[src/rtl/instruction_encoder.sv]
// Encodes symbolic LEGv8 requests into 32-bit words and writes them sequentially to instruction memory.
// One request is accepted per IDLE cycle; each word is held on the write port until mem_ack.
module instruction_encoder #(
  parameter int ADDR_W = 6
) (
  input  logic              CLK,
  input  logic              Reset,
  input  logic              clear,
  input  logic              in_valid,
  output logic              in_ready,
  input  logic [3:0]        op,
  input  logic [4:0]        rd,
  input  logic [4:0]        rn,
  input  logic [4:0]        rm,
  input  logic [25:0]       imm,
  input  logic [1:0]        hw,
  output logic              mem_we,
  output logic [ADDR_W-1:0] mem_addr,
  output logic [31:0]       mem_wdata,
  input  logic              mem_ack,
  output logic              err,
  output logic              full,
  output logic [ADDR_W:0]   word_count
);

  typedef enum logic [1:0] {
    IDLE  = 2'd0,
    WRITE = 2'd1,
    FULL  = 2'd2
  } state_t;

  localparam logic [ADDR_W:0] LP_DEPTH = {1'b1, {ADDR_W{1'b0}}};

  state_t              r_state;
  state_t              w_state_next;
  logic [ADDR_W-1:0]   r_ptr;
  logic [ADDR_W:0]     r_count;
  logic [ADDR_W:0]     w_count_inc;
  logic [31:0]         r_wdata;
  logic                r_we;
  logic                r_err;
  logic                r_full;
  logic [31:0]         w_enc;
  logic                w_legal;

  // Every legal word carries a unique opcode pattern in [31:21]; unused fields stay zero.
  always_comb begin
    w_enc   = 32'd0;
    w_legal = 1'b1;
    case (op)
      4'd0:    w_enc = {11'b10001010000, rm, 6'b000000, rn, rd};
      4'd1:    w_enc = {11'b10101010000, rm, 6'b000000, rn, rd};
      4'd2:    w_enc = {11'b10001011000, rm, 6'b000000, rn, rd};
      4'd3:    w_enc = {11'b11001011000, rm, 6'b000000, rn, rd};
      4'd4:    w_enc = {10'b1001000100, imm[11:0], rn, rd};
      4'd5:    w_enc = {10'b1101000100, imm[11:0], rn, rd};
      4'd6:    w_enc = {9'b110100101, hw, imm[15:0], rd};
      4'd7:    w_enc = {6'b000101, imm[25:0]};
      4'd8:    w_enc = {8'b10110100, imm[18:0], rd};
      4'd9:    w_enc = {11'b11111000010, imm[8:0], 2'b00, rn, rd};
      4'd10:   w_enc = {11'b11111000000, imm[8:0], 2'b00, rn, rd};
      default: w_legal = 1'b0;
    endcase
  end

  assign w_count_inc = r_count + 1'b1;

  always_comb begin
    w_state_next = r_state;
    case (r_state)
      IDLE:    if (in_valid && w_legal) w_state_next = WRITE;
      WRITE:   if (mem_ack) w_state_next = (w_count_inc == LP_DEPTH) ? FULL : IDLE;
      FULL:    w_state_next = FULL;
      default: w_state_next = IDLE;
    endcase
    if (clear) w_state_next = IDLE;
  end

  always_ff @(posedge CLK) begin
    if (Reset) r_state <= IDLE;
    else       r_state <= w_state_next;
  end

  always_ff @(posedge CLK) begin
    if (Reset) begin
      r_ptr   <= '0;
      r_count <= '0;
      r_wdata <= 32'd0;
      r_we    <= 1'b0;
      r_err   <= 1'b0;
      r_full  <= 1'b0;
    end else begin
      r_err <= 1'b0;
      if (clear) begin
        // clear beats a same-cycle ack: the aborted word is never counted
        r_ptr   <= '0;
        r_count <= '0;
        r_we    <= 1'b0;
        r_full  <= 1'b0;
      end else begin
        case (r_state)
          IDLE: begin
            if (in_valid) begin
              if (w_legal) begin
                r_wdata <= w_enc;
                r_we    <= 1'b1;
              end else begin
                r_err <= 1'b1;
              end
            end
          end
          WRITE: begin
            if (mem_ack) begin
              r_we    <= 1'b0;
              r_ptr   <= r_ptr + 1'b1;
              r_count <= w_count_inc;
              if (w_count_inc == LP_DEPTH) r_full <= 1'b1;
            end
          end
          default: ;
        endcase
      end
    end
  end

  // Ready follows state only; held low while Reset is asserted.
  assign in_ready   = (r_state == IDLE) && !Reset;
  assign mem_we     = r_we;
  assign mem_addr   = r_ptr;
  assign mem_wdata  = r_wdata;
  assign err        = r_err;
  assign full       = r_full;
  assign word_count = r_count;

endmodule

[config.mk]
export PLATFORM = sky130hd
export DESIGN_NAME = instruction_encoder
export DESIGN_NICKNAME = d
export VERILOG_FILES = /design/src/rtl/instruction_encoder.sv
export SDC_FILE = /design/constraint.sdc
export NUM_CORES = 1
export LEC_CHECK = 0
export CORE_UTILIZATION = 35
export CTS_BUF_LIST = sky130_fd_sc_hd__clkbuf_8
export DETAILED_ROUTE_END_ITERATION = 7
export PLACE_DENSITY_LB_ADDON = 0.05
export RECOVER_POWER = 25
export SETUP_SLACK_MARGIN = 0.02
export SYNTH_ARGS = -nofsm -noshare
export SYNTH_HDL_FRONTEND = slang
export SYNTH_SLANG_ARGS = --single-unit
[constraint.sdc]
create_clock -name CLK -period 2.4 [get_ports CLK]
set_input_delay 0.36 -clock CLK [delete_from_list [all_inputs] [get_ports CLK]]
set_output_delay 0.36 -clock CLK [all_outputs]
set_load 0.01 [all_outputs]
* Word-level counts from Yosys, hierarchy flattened
Cells that the tools add are included.
** Word-level totals
- Register bits after elaboration :: 50
- Input bits :: 52
- Output and inout bits :: 49
- Word-level logic and storage cells :: 54
** Operators by class
- Add/sub/neg operators :: 2
- Equal/unequal tests :: 17
- Muxes and demuxes :: 11
- Bitwise logic cells :: 3
- Reduce and logical (&&, ||, !) cells :: 14
** Operators by type and width (count)
- one-hot mux 32 bit (11 select lines) :: 1
- equality test 4 x 3 -> 1 bit (second input constant) :: 4
- equality test 4 bit (second input constant) :: 3
- OR reduction 11 bit :: 1
- equality test 4 x 2 -> 1 bit (second input constant) :: 2
- != test 2 bit (second input constant) :: 4
- AND reduction 4 bit :: 2
- adder 7 x 1 -> 7 bit (second input constant) :: 1
- equality test 7 bit (second input constant) :: 1
- adder 6 x 1 -> 6 bit (second input constant) :: 1
- two-way mux 2 bit :: 3
- one-hot mux 2 bit (3 select lines) :: 1
- two-way mux 1 bit :: 5
- equality test 4 x 1 -> 1 bit (second input constant) :: 1
- logical NOT 4 bit :: 1
- AND reduction 2 bit :: 2
- OR reduction 4 bit :: 1
- inverter 1 bit :: 3
- AND reduction 3 bit :: 1
- equality test 2 x 1 -> 1 bit (second input constant) :: 1
- equality test 2 bit (second input constant) :: 1
- logical AND 1 bit :: 2
- logical NOT 2 bit :: 1
- one-hot mux 1 bit (2 select lines) :: 1
- other kinds (3) :: 3

* Longest topological paths before layout
Gate-level depths: netlist of the first run.
- Depth in word-level cells :: 6
- Depth in mapped cells :: 6
- Mapped depth without buffers :: 4

* Worst setup path before layout of the first run
OpenSTA, ideal clock, no wires.
- Path type :: register -> register
- From :: reg r_state[0]
- To :: reg r_wdata[24], in the netlist mem_wdata[24]
- Setup time :: 70 ps
- Arrival time :: 1673 ps
- Data required time :: 2330 ps
- Setup slack :: 657 ps
- Stages on the path, launching flop included :: 5
- Buffers on the path :: 0
- Clock period less this slack :: 1743 ps
- Cell sequence :: dfxtp_1 or4b_4 a21o_1 or4_1 a21oi_1
** On the way
- Cells in the longest elaborated chain, start to end :: 2
** Ends and longest elaborated chain
- start: declaration :: line 34 : state_t r_state;
- start signal: assignment :: line 81 : else r_state <= w_state_next;
- logical NOT 2 bit :: line 101 : case (r_state)
- AND reduction 4 bit (no line)
- end signal: assignment :: line 105 : r_wdata <= w_enc;
- end: declaration :: line 39 : logic [31:0] r_wdata;
No other way between the ends.
A chain may end at the register's enable or synchronous reset.

* Final worst setup path of the first run
- From :: in in_valid
- To :: reg r_wdata[24], in the netlist mem_wdata[24]
** On the way
- Cells in the longest elaborated chain, start to end :: 1
** Ends and longest elaborated chain
- start: declaration :: line 9 : input logic in_valid,
- AND reduction 4 bit (no line)
No other way between the ends.

==> summary.md, run 1 <==
| Metric | Value |
|---|---|
| Outcome | complete, no violations |
| FF-to-FF setup slack | roughly 0.50 ns |
| Vias per Instance | around 5.3 |
| GP Congestion | around 0.85 |
| Overflow after GRT | 0 |
| Antenna violations before repair | 0 |
| Die X | 86.2 um |
| Hold Path Class | reg2reg |
| CP Capture Type | register |
| Syn_nets | 355 |
| FFs w/ async S/R, synth | 0% |
| DRT Wirelength | between 7 and 8 mm |
| Post-DP HPWL | between 5 and 6 mm |
| Slew HR | 47.4% |
| Worst r2r dst | mem_wdata[24] |
| Num CTS Buffers | 5 |
| Combinational share of power | a little under a quarter |
| Largest net degree at the start of global routing | 39 |
| Power per cell area | 481 mW/mm2 |
| Final worst path period share | a little over four fifths |
| Clock Path Buffers | 2 |
| Fin crit period | around 2 ns |
| Skew final | just over 0.003 ns |
| Drt first pass iters | 4 |
| Final Max Tran Viols | 0 |
| ANT nets after route | 0 |
| Register area | between 0.001 and 0.0015 mm2 |
| Unrepaired setup endpoints after global routing | false |
| Max-cap violation count | 0 |
| Seq pwr share | 48.9% |
| GR Util All Layers | 21.2% |
| R2r startpoint | r_state[0] |
| Drt initial violations | about 170 |
| Clk Latency, worst-skew pair | 0.30 ns |
| Crit path max-delay family | simple AND/OR/NAND/NOR gates |
| Cell variety after synth | 42 |
| Peak VDD IR | ~0.00033 V |
| Dominant synthesized flop cell | dfxtp_1 |
| Max Freq | roughly 0.50 GHz |
| Setup Fix Bufs, Post-CTS | 0 |
| Post_cts resized | 0 |
| LEAKAGE | ~0.0014 uW |
| Pint | between 1000 and 1500 uW |
| CP Buf/Inv Count | 1 |
| Routed via count | roughly 2700 |
| Die area | 0.00743 mm2 |
| WP data arrival | between 2 and 2.5 ns |
| H-Tree Depth | 2 |
| Worst-Margin Slew | ~0.79 ns |
| CP max-delay cell | or4_1 |
| Fin Setup TNS | 0 ns |
| EDFF count, synth | 0 |
| IO Pins | approximately 100 |
| Sw Ratio | a little over a quarter |
| Hold path start | mem_wdata[29] |
| CTS Hold Buffers Added | 0 |
| Req. time, crit path | about 2.6 ns |
| CP Max Fanout | 7 |
| Worst min-delay path endpoint | mem_wdata[29] |
| Pwr Total | 1810 uW |
| Final net count | between 400 and 500 |
| First-pass GRT wire length | 12.4 mm |
| Cell Area, Synth | between 0.002 and 0.0025 mm2 |
| Antenna Cells | 0 |
| Clk network pwr share | approximately 28% |
| Hold Slack | 0.466 ns |
| Vias in the first global route | roughly 2500 |
| YS warnings | 0 |
| Hold Vio Cnt, Final | 0 |
| Rows | 30 |
| Crit start category | input pin |
| Cells after Synth | 301 |
| Clock slew at reported path FFs | ~0.090 ns |
| Critical Path, Cell by Cell | clkdlybuf4s50_1 > or4b_4 > a21o_1 > or4_1 > a21oi_1 |
| Final setup viols | 0 |
| Critical path class | in2reg |
| CTS tree | yes |
| DRC violations left | 0 |
| Share of cells above drive strength 1 | under 10% |
| Area of the multi-input gates | about 0.0014 mm2 |
| Synthesized area per cell | 8.25 um2 |
| Area Overhead vs Synth | 51.7% |
| Core area | around 0.0068 mm2 |
| IO buf count | 100 |
| Drt wl/cell | 15.6 um |
| Largest stage delay, worst path | 0.52 ns |
| Die height | 86.2 um |
| Yosys reg bits | 50 |
| R2R depth | 4 |
| Clk sink count | 50 |
| Clock root buffer | clkbuf_8 |
| Initial core utilization | between 30% and 40% |
| Seq/Total Area, Yosys | 40.3% |
| Fillers | about 660 |
| Worst hold path depth | 2 |
| Psw | 493 uW |
[cell usage in the layout, fill, tap and decap left out, types with 5 or more instances in the layout]
| master | count |
|---|---|
| o21ai_0 | 6 |
| nor2_1 | 50 |
| buf_4 | 15 |
| a21oi_1 | 23 |
| dlygate4sd3_1 | 9 |
| nand2_1 | 18 |
| a221oi_1 | 15 |
| xor2_1 | 8 |
| clkdlybuf4s50_1 | 91 |
| dfxtp_1 | 50 |
| a32o_1 | 5 |
| o22ai_1 | 6 |
| nor3_1 | 16 |
| a211oi_1 | 19 |
| clkbuf_8 | 6 |
| inv_1 | 8 |
[stage by stage]
step	area [um2]	setup slack [ns]	cells	util [%]
after CTS	3770	0.409	501	55.2
after floorplan	2480	0.657	301	-
after global placement	3670	0.136	493	53.8
after global routing	3760	0.306	501	55.1
after detailed placement	3670	0.0856	493	53.8
final	3760	0.394	501	55.1
[layer usage]
metal	global-route usage (%)	part of all wire, %	vias up
met2	33.9	45	94
met3	4.29	6.4	15
met1	28.7	46	1245
met5	0	0	-
li1	-	-	1319
met4	7.12	2.2	0
[flip-flops by register name, indices dropped and copies added, names as in the netlist]
name and count:
mem_wdata 32, word_count 7, mem_addr 6, r_state 2, err 1, full 1
mem_we 1
[logic make-up (layout without fill, tap and decap cells)]
logic type | after synthesis | in the layout | share of synthesized area (%)
AOI/OAI and AO/OA | 89 | 89 | 26.0
muxes | 3 | 3 | 1.26
buffers and inverters | 30 | 134 | 4.99
DFF | 50 | 50 | 40.3
adders and majority gates | 2 | 2 | 1.01
xor gates and xnor gates | 11 | 11 | 3.88
and+or+nand+nor | 116 | 116 | 22.6
[final cells by class]
| class | instances | share of cell area, % |
|---|---|---|
| Timing Repair Buffer | 118 | 30.7 |
| Clock buffer | 6 | 2.19 |
| Multi-Input combinational cell | 221 | 36.2 |
| Sequential cell | 50 | 26.6 |
| Inverter | 8 | 0.798 |
| Tap cell | 96 | 3.19 |
| Clock inverter | 2 | 0.332 |
[power groups by stage]
stage | logic, uW | registers [uW] | clock network [uW]
3_5_place_dp | 414 | 904 | 0
4_1_cts | 416 | 885 | 528
3_3_place_gp | 412 | 903 | 0
5_1_grt | 447 | 889 | 566
6_report | 413 | 884 | 512
2_1_floorplan | 163 | 918 | 0
[worst register-to-register path: cells and delay by family, from the launching register on]
family	cells	cell delay, ns
and+or+nand+nor	2	1.09
AOI/OAI and AO/OA	2	0.38
DFF	1	0.36
[worst max path at each step]
stage | start | end | slack, ns | cells past startpoint
floorplan | r_state[0] | mem_wdata[24] | 0.66 | 4
global placement | in_valid | mem_wdata[24] | 0.14 | 5
detailed placement | in_valid | mem_wdata[24] | 0.09 | 5
CTS | in_valid | mem_wdata[24] | 0.41 | 5
global route | Reset | in_ready | 0.31 | 3
finish | in_valid | mem_wdata[24] | 0.39 | 5
[cell usage after synthesis, drive strengths merged, types with 3 or more instances]
master	number	share of area, %
a221oi	15	5.3
nand2b	4	1.0
a222oi	4	1.6
buf	9	1.8
a21oi	25	5.5
clkbuf	13	2.0
a211oi	19	5.7
and3	3	0.76
nand3	3	0.60
o22ai	6	1.5
a32o	5	2.0
a22o	4	1.4
inv	8	1.2
nand2	18	2.7
nand4	4	1.0
xnor2	3	1.1
nor2	50	7.6
nor3	16	3.2
dfxtp	50	40
o21ai	6	1.2
xor2	8	2.8
(Power assumes the default switching activity.)
==> run 2: changes to the inputs <==
==> constraint.sdc (replaced) <==
create_clock -name CLK -period 1.8 [get_ports CLK]
set_input_delay 0.27 -clock CLK [delete_from_list [all_inputs] [get_ports CLK]]
set_output_delay 0.27 -clock CLK [all_outputs]
set_load 0.01 [all_outputs]
==> run 2 against run 1 <==
Effect of this change: sequential power up 33%; sequential share of layout area down 1.8 points; via count grew 1.9%; first-iteration DRC count increased by 12%; critical endpoint is now mem_wdata[9]; highest routed layer unchanged.
==> summary.md, run 2 (synthesis gave the netlist of run 1 again) <==
| Metric | Value |
|---|---|
| Max-cap violation count | 0 (unchanged) |
| IO Pins | 101 (unchanged) |
| Final setup viols | 0 (unchanged) |
| Num CTS Buffers | 5 (unchanged) |
| WP data arrival | 1.95 ns (was 2.24 ns) |
| Clock slew at reported path FFs | 0.10 ns (was 0.09 ns) |
| Share of cells above drive strength 1 | 15.7% (was 8.15%) |
| GP Congestion | 0.873 (was 0.846) |
| Die area | 0.00743 mm2 (unchanged) |
| M1 wire length | 3.57 mm (was 3.63 mm) |
| Drt first pass iters | 5 (was 4) |
| Vias in the first global route | 2642 (was 2468) |
| CTS Hold Buffers Added | 0 (unchanged) |
| Drt initial violations | 192 (was 171) |
| Psw | 688 uW (was 493 uW) |
| Rows | 30 (unchanged) |
| Antenna Cells | 0 (unchanged) |
| Die height | 86.2 um (unchanged) |
| Drt wl/cell | 14.9 um (was 15.6 um) |
| Routed via count | 2725 (was 2673) |
| Core area | 0.00683 mm2 (unchanged) |
| Clk network pwr share | 32.4% (was 28.3%) |
| Final Max Tran Viols | 0 (unchanged) |
| Most frequent cells in the layout | clkdlybuf4s50_1 (90), nor2_1 (50), dfxtp_1 (49) (was clkdlybuf4s50_1 (91), nor2_1 (50), dfxtp_1 (50)) |
| Combinational share of power | 22.8% (about the same) |
| Clk sink count | 50 (unchanged) |
| H-Tree Depth | 2 (unchanged) |
| Unrepaired setup endpoints after global routing | true (was false) |
| CP Capture Type | register (unchanged) |
| Hold Slack | 0.413 ns (was 0.466 ns) |
| Critical path class | in2reg (unchanged) |
| First-pass GRT wire length | 13.1 mm (was 12.4 mm) |
| Antenna violations before repair | 0 (unchanged) |
| DRC violations left | 0 (unchanged) |
| Power per cell area | 650 mW/mm2 (was 481 mW/mm2) |
| Seq pwr share | 44.8% (was 48.9%) |
| R2R depth | 4 (unchanged) |
| Metal2 WL | 3.68 mm (was 3.51 mm) |
| Final worst path period share | 97.2% |
| Die X | 86.2 um (unchanged) |
| Worst-Margin Slew | 0.380 ns (was 0.789 ns) |
| Area Overhead vs Synth | 63.0% (was 51.7%) |
| Overflow after GRT | 0 (unchanged) |
| GR Util All Layers | 22.4% (was 21.2%) |
| Skew final | 0.00940 ns (was 0.00304 ns) |
| Clock root buffer | clkbuf_8 (unchanged) |
| Fin crit period | roughly 1.7 ns |
| Largest net degree at the start of global routing | 38 (was 39) |
| Vias per Instance | 5.16 (was 5.34) |
| DRT Wirelength | 7.87 mm (was 7.81 mm) |
| Post-DP HPWL | 5.85 mm (was 5.72 mm) |
| Req. time, crit path | 2.00 ns (was 2.64 ns) |
| Pint | 1940 uW (was 1320 uW) |
| Final Util | 59.2% (was 55.1%) |
| Sw Ratio | 26.2% (was 27.2%) |
| Outcome | complete, no violations (unchanged) |
| Max Freq | about 0.57 GHz |
| Max FFs per register | 32 (unchanged) |
| Hold Vio Cnt, Final | 0 (unchanged) |
| Slew HR | 74.7% (was 47.4%) |
| IO buf count | 100 (unchanged) |
| Final net count | 485 (was 458) |
| CTS tree | yes (unchanged) |
| Commonest non-fill, non-tap cell in the layout | clkdlybuf4s50_1 (unchanged) |
| Clk Latency, worst-skew pair | 0.30 ns (about the same) |
| Peak VDD IR | 0.000280 V (was 0.000326 V) |
| WL met3 | 512 um (was 502 um) |
| DR top layer | met4 (unchanged) |
| Initial core utilization | 36.3% (unchanged) |
| Crit start category | input pin (unchanged) |
| Clock Path Buffers | 2 (unchanged) |
| ANT nets after route | 0 (unchanged) |
| Worst hold path depth | 4 (was 2) |
| Hold Path Class | in2reg (was reg2reg) |
| CP Max Fanout | 6 (was 7) |
| LEAKAGE | 0.00153 uW (was 0.00136 uW) |
## run 2: cell count changes in the layout (fill, tap and decap cells not counted), moves of 3 or more
cell / before / now
buf_4: 15 / 38
a221oi_1: 15 / 12
a221oi_2: 0 / 3
buf_6: 0 / 3
## run 2: critical path, stage by stage
cell and delay (ns):
clkdlybuf4s50_1 0.47, or3b_2 0.50, a21oi_4 0.19, buf_4 0.17
a222oi_1 0.07, a211oi_1 0.28
## run 2: what timing repair did
action | 4_1_cts | 5_1_grt
endpoints found under the setup margin | 4 | 15
setup buffers | 1 | 0
pin swaps | 3 | 4
gates resized for setup | 3 | 13
## run 2: stage by stage
stage               instance area (um2)  setup slack [ns]  std cells  total power [uW]  setup TNS [ns]
global route                       4050          -0.00902        528              2750        -0.00902
detailed placement                 3870            -0.317        519              1790           -7.22
floorplan                          2480            0.0567        301              1440               0
global placement                   3870            -0.296        519              1790           -6.41
CTS                                4000            0.0346        528              2660               0
finish                             4050            0.0504        528              2630               0
## run 2: metal layers
metal  up-vias  GRT usage (%)
met2        85           37.7
met5         -              0
met4         0           5.91
met1      1262           29.0
li1       1370              -
met3         8           5.05
## run 2: area by class of cell
class                           count  area, um2
Tap cell                           96        120
Clock inverter                      2       38.8
Timing Repair Buffer              145       1370
Sequential cell                    50       1000
Multi-Input combinational cell    221       1400
Clock buffer                        6       82.6
Fill cell                         660       2790
Inverter                            8       30.0
## run 2: path summary, 6_finish.rpt
kind / start / to / slack (ns)
setup / recovery: op[3] / mem_wdata[9] / 0.05
hold / removal: clear / mem_wdata[28] / 0.41
setup reg to reg: r_state[1] / mem_wdata[24] / 0.08
hold reg to reg: mem_wdata[25] / mem_wdata[25] / 0.46
## run 2: power by group through the flow
stage | clock [uW] | combinational [uW] | sequential, uW
floorplan | 0 | 217 | 1220
global placement | 0 | 588 | 1200
detailed placement | 0 | 591 | 1200
CTS | 883 | 595 | 1180
global route | 915 | 652 | 1180
finish | 851 | 601 | 1180
==> run 3: changes to the inputs <==
--- a/config.mk
+++ b/config.mk
@@ -11,6 +11,7 @@
 export PLACE_DENSITY_LB_ADDON = 0.05
 export RECOVER_POWER = 25
 export SETUP_SLACK_MARGIN = 0.02
+export SKIP_LAST_GASP = 1
 export SYNTH_ARGS = -nofsm -noshare
 export SYNTH_HDL_FRONTEND = slang
 export SYNTH_SLANG_ARGS = --single-unit
==> run 3 against run 2 <==
Effect of this change: final cell count unchanged; cell area down 0.25%; first-iteration DRC count is 12% lower; clock power about the same; global-route usage is the same; via count increased by 0.11%; register-to-register slack worse by 0.03 ns; critical endpoint is now mem_wdata[30].
==> summary.md, run 3 (synthesis gave the netlist of run 1 again) <==
| Metric | Value |
|---|---|
| Drt initial violations | 169 (was 192) |
| Register area | 0.00100 mm2 (about the same) |
| Clock slew at reported path FFs | 0.10 ns (about the same) |
| Rows | 30 (unchanged) |
| Final worst path period share | 97.1% (was 97.2%) |
| GP Congestion | 0.873 (unchanged) |
| CP Capture Type | register (unchanged) |
| IO buf count | 100 (unchanged) |
| Combinational share of power | 22.7% (was 22.8%) |
| Skew final | 0.00932 ns (was 0.00940 ns) |
| Die area | 0.00743 mm2 (unchanged) |
| CP Max Fanout | 19 (was 6) |
| Crit start category | register (was input pin) |
| Most frequent cells in the layout | clkdlybuf4s50_1 (91), nor2_1 (50), dfxtp_1 (48) (was clkdlybuf4s50_1 (90), nor2_1 (50), dfxtp_1 (49)) |
| Unrepaired setup endpoints after global routing | true (unchanged) |
| First-pass GRT wire length | 13.1 mm (unchanged) |
| Power per cell area | 652 mW/mm2 (was 650 mW/mm2) |
| Vias in the first global route | 2642 (unchanged) |
| Drt first pass iters | 4 (was 5) |
| Clock Path Buffers | 2 (unchanged) |
| Final Util | 59.1% (was 59.2%) |
| Worst-Margin Slew | 0.592 ns (was 0.380 ns) |
| Outcome | complete, no violations (unchanged) |
| IO Pins | 101 (unchanged) |
| Slew HR | 60.5% (was 74.7%) |
| CTS tree | yes (unchanged) |
| Initial core utilization | 36.3% (unchanged) |
| Commonest non-fill, non-tap cell in the layout | clkdlybuf4s50_1 (unchanged) |
| LEAKAGE | 0.00153 uW (about the same) |
| Drt wl/cell | 14.8 um (was 14.9 um) |
| Critical path class | reg2reg (was in2reg) |
| Fin crit period | 1.75 ns (about the same) |
| Max-cap violation count | 0 (unchanged) |
| Pint | 1940 uW (about the same) |
| Largest net degree at the start of global routing | 38 (unchanged) |
| Antenna violations before repair | 0 (unchanged) |
| Seq pwr share | 44.8% (about the same) |
| Area Overhead vs Synth | 62.6% (was 63.0%) |
| Clk sink count | 50 (unchanged) |
| DRT Wirelength | 7.84 mm (was 7.87 mm) |
| H-Tree Depth | 2 (unchanged) |
| Max FFs per register | 32 (unchanged) |
| Max Freq | 0.572 GHz (about the same) |
| Sw Ratio | 26.2% (about the same) |
| Clock root buffer | clkbuf_8 (unchanged) |
| Final net count | 485 (unchanged) |
| Area of the multi-input gates | 0.00140 mm2 (about the same) |
| DRC violations left | 0 (unchanged) |
| Overflow after GRT | 0 (unchanged) |
| Core area | 0.00683 mm2 (unchanged) |
| Peak VDD IR | 0.000282 V (was 0.000280 V) |
| Vias per Instance | 5.17 (was 5.16) |
| Hold Path Class | in2reg (unchanged) |
| Num CTS Buffers | 5 (unchanged) |
| Die height | 86.2 um (unchanged) |
| Inst Count DP | 519 (unchanged) |
| Hold Vio Cnt, Final | 0 (unchanged) |
| GR Util All Layers | 22.4% (unchanged) |
| Die X | 86.2 um (unchanged) |
| Clk Latency, worst-skew pair | 0.31 ns (was 0.30 ns) |
| ANT nets after route | 0 (unchanged) |
| Final Max Tran Viols | 0 (unchanged) |
| Routed via count | 2728 (was 2725) |
| WP data arrival | 1.93 ns (was 1.95 ns) |
| Psw | 689 uW (was 688 uW) |
| Clk network pwr share | 32.5% (was 32.4%) |
| Final non-filler cell total | 528 (unchanged) |
| CTS Hold Buffers Added | 0 (unchanged) |
| Final setup viols | 0 (unchanged) |
| Share of cells above drive strength 1 | 15.7% (unchanged) |
| Antenna Cells | 0 (unchanged) |
| Req. time, crit path | 1.98 ns (was 2.00 ns) |
| Post-DP HPWL | 5.85 mm (unchanged) |
| FF-to-FF setup slack | 0.05 ns (was 0.08 ns) |
| Fillers | 661 (was 660) |
run 3: worst paths after layout:
path	start	to	cells after the start
worst max register to register	r_state[1]	mem_wdata[30]	5
worst max-delay path	r_state[1]	mem_wdata[30]	5
worst min register to register	mem_wdata[25]	mem_wdata[25]	2
worst min-delay path	clear	mem_wdata[28]	4
run 3: area by class of cell:
| type | instances | share of cell area (%) |
|---|---|---|
| flip-flops and latches | 50 | 24.9 |
| clock inverters | 2 | 0.961 |
| multi-input cells | 221 | 34.7 |
| repair buffers | 145 | 33.7 |
| inverters | 8 | 0.744 |
| clock buffers | 6 | 2.05 |
| well taps | 96 | 2.98 |
run 3: worst max-delay path: stages, from the launching register on:
cell and delay (ns):
dfxtp_2 0.34, or4b_4 0.53, a21o_1 0.21, buf_4 0.21, a311oi_2 0.26, nor3_1 0.07
run 3: routing by layer:
layer	routed length, um	share of wire (%)	vias up	global-route usage (%)
met4	97	1.2	0	5.91
li1	-	-	1370	-
met1	3580	46	1269	29.0
met2	3650	47	81	37.7
met3	509	6.5	8	5.05
met5	0	0	-	0
run 3: per-stage QoR:
stage	hold WS [ns]	TNS, ns	instance area [um2]	power [uW]	setup WS (ns)
3_5_place_dp	0.456	-7.22	3870	1790	-0.317
4_1_cts	0.451	0	4000	2660	0.0346
6_report	0.409	0	4040	2630	0.0529
5_1_grt	0.413	-0.172	4040	2750	-0.0423
2_1_floorplan	0.394	0	2480	1440	0.0567
3_3_place_gp	0.453	-6.41	3870	1790	-0.296
run 3: power groups by stage:
| stage | clock network, uW | registers, uW | logic (uW) |
|---|---|---|---|
| after floorplan | 0 | 1220 | 217 |
| after global placement | 0 | 1200 | 588 |
| after detailed placement | 0 | 1200 | 591 |
| after CTS | 883 | 1180 | 595 |
| after global routing | 915 | 1180 | 650 |
| final | 854 | 1180 | 598 |
run 3: repair_timing:
action	in CTS	in global routing
gates cloned	0	0
setup endpoints to repair	4	15
buffers inserted	1	0
gates resized for setup	3	10
pin swaps	3	3
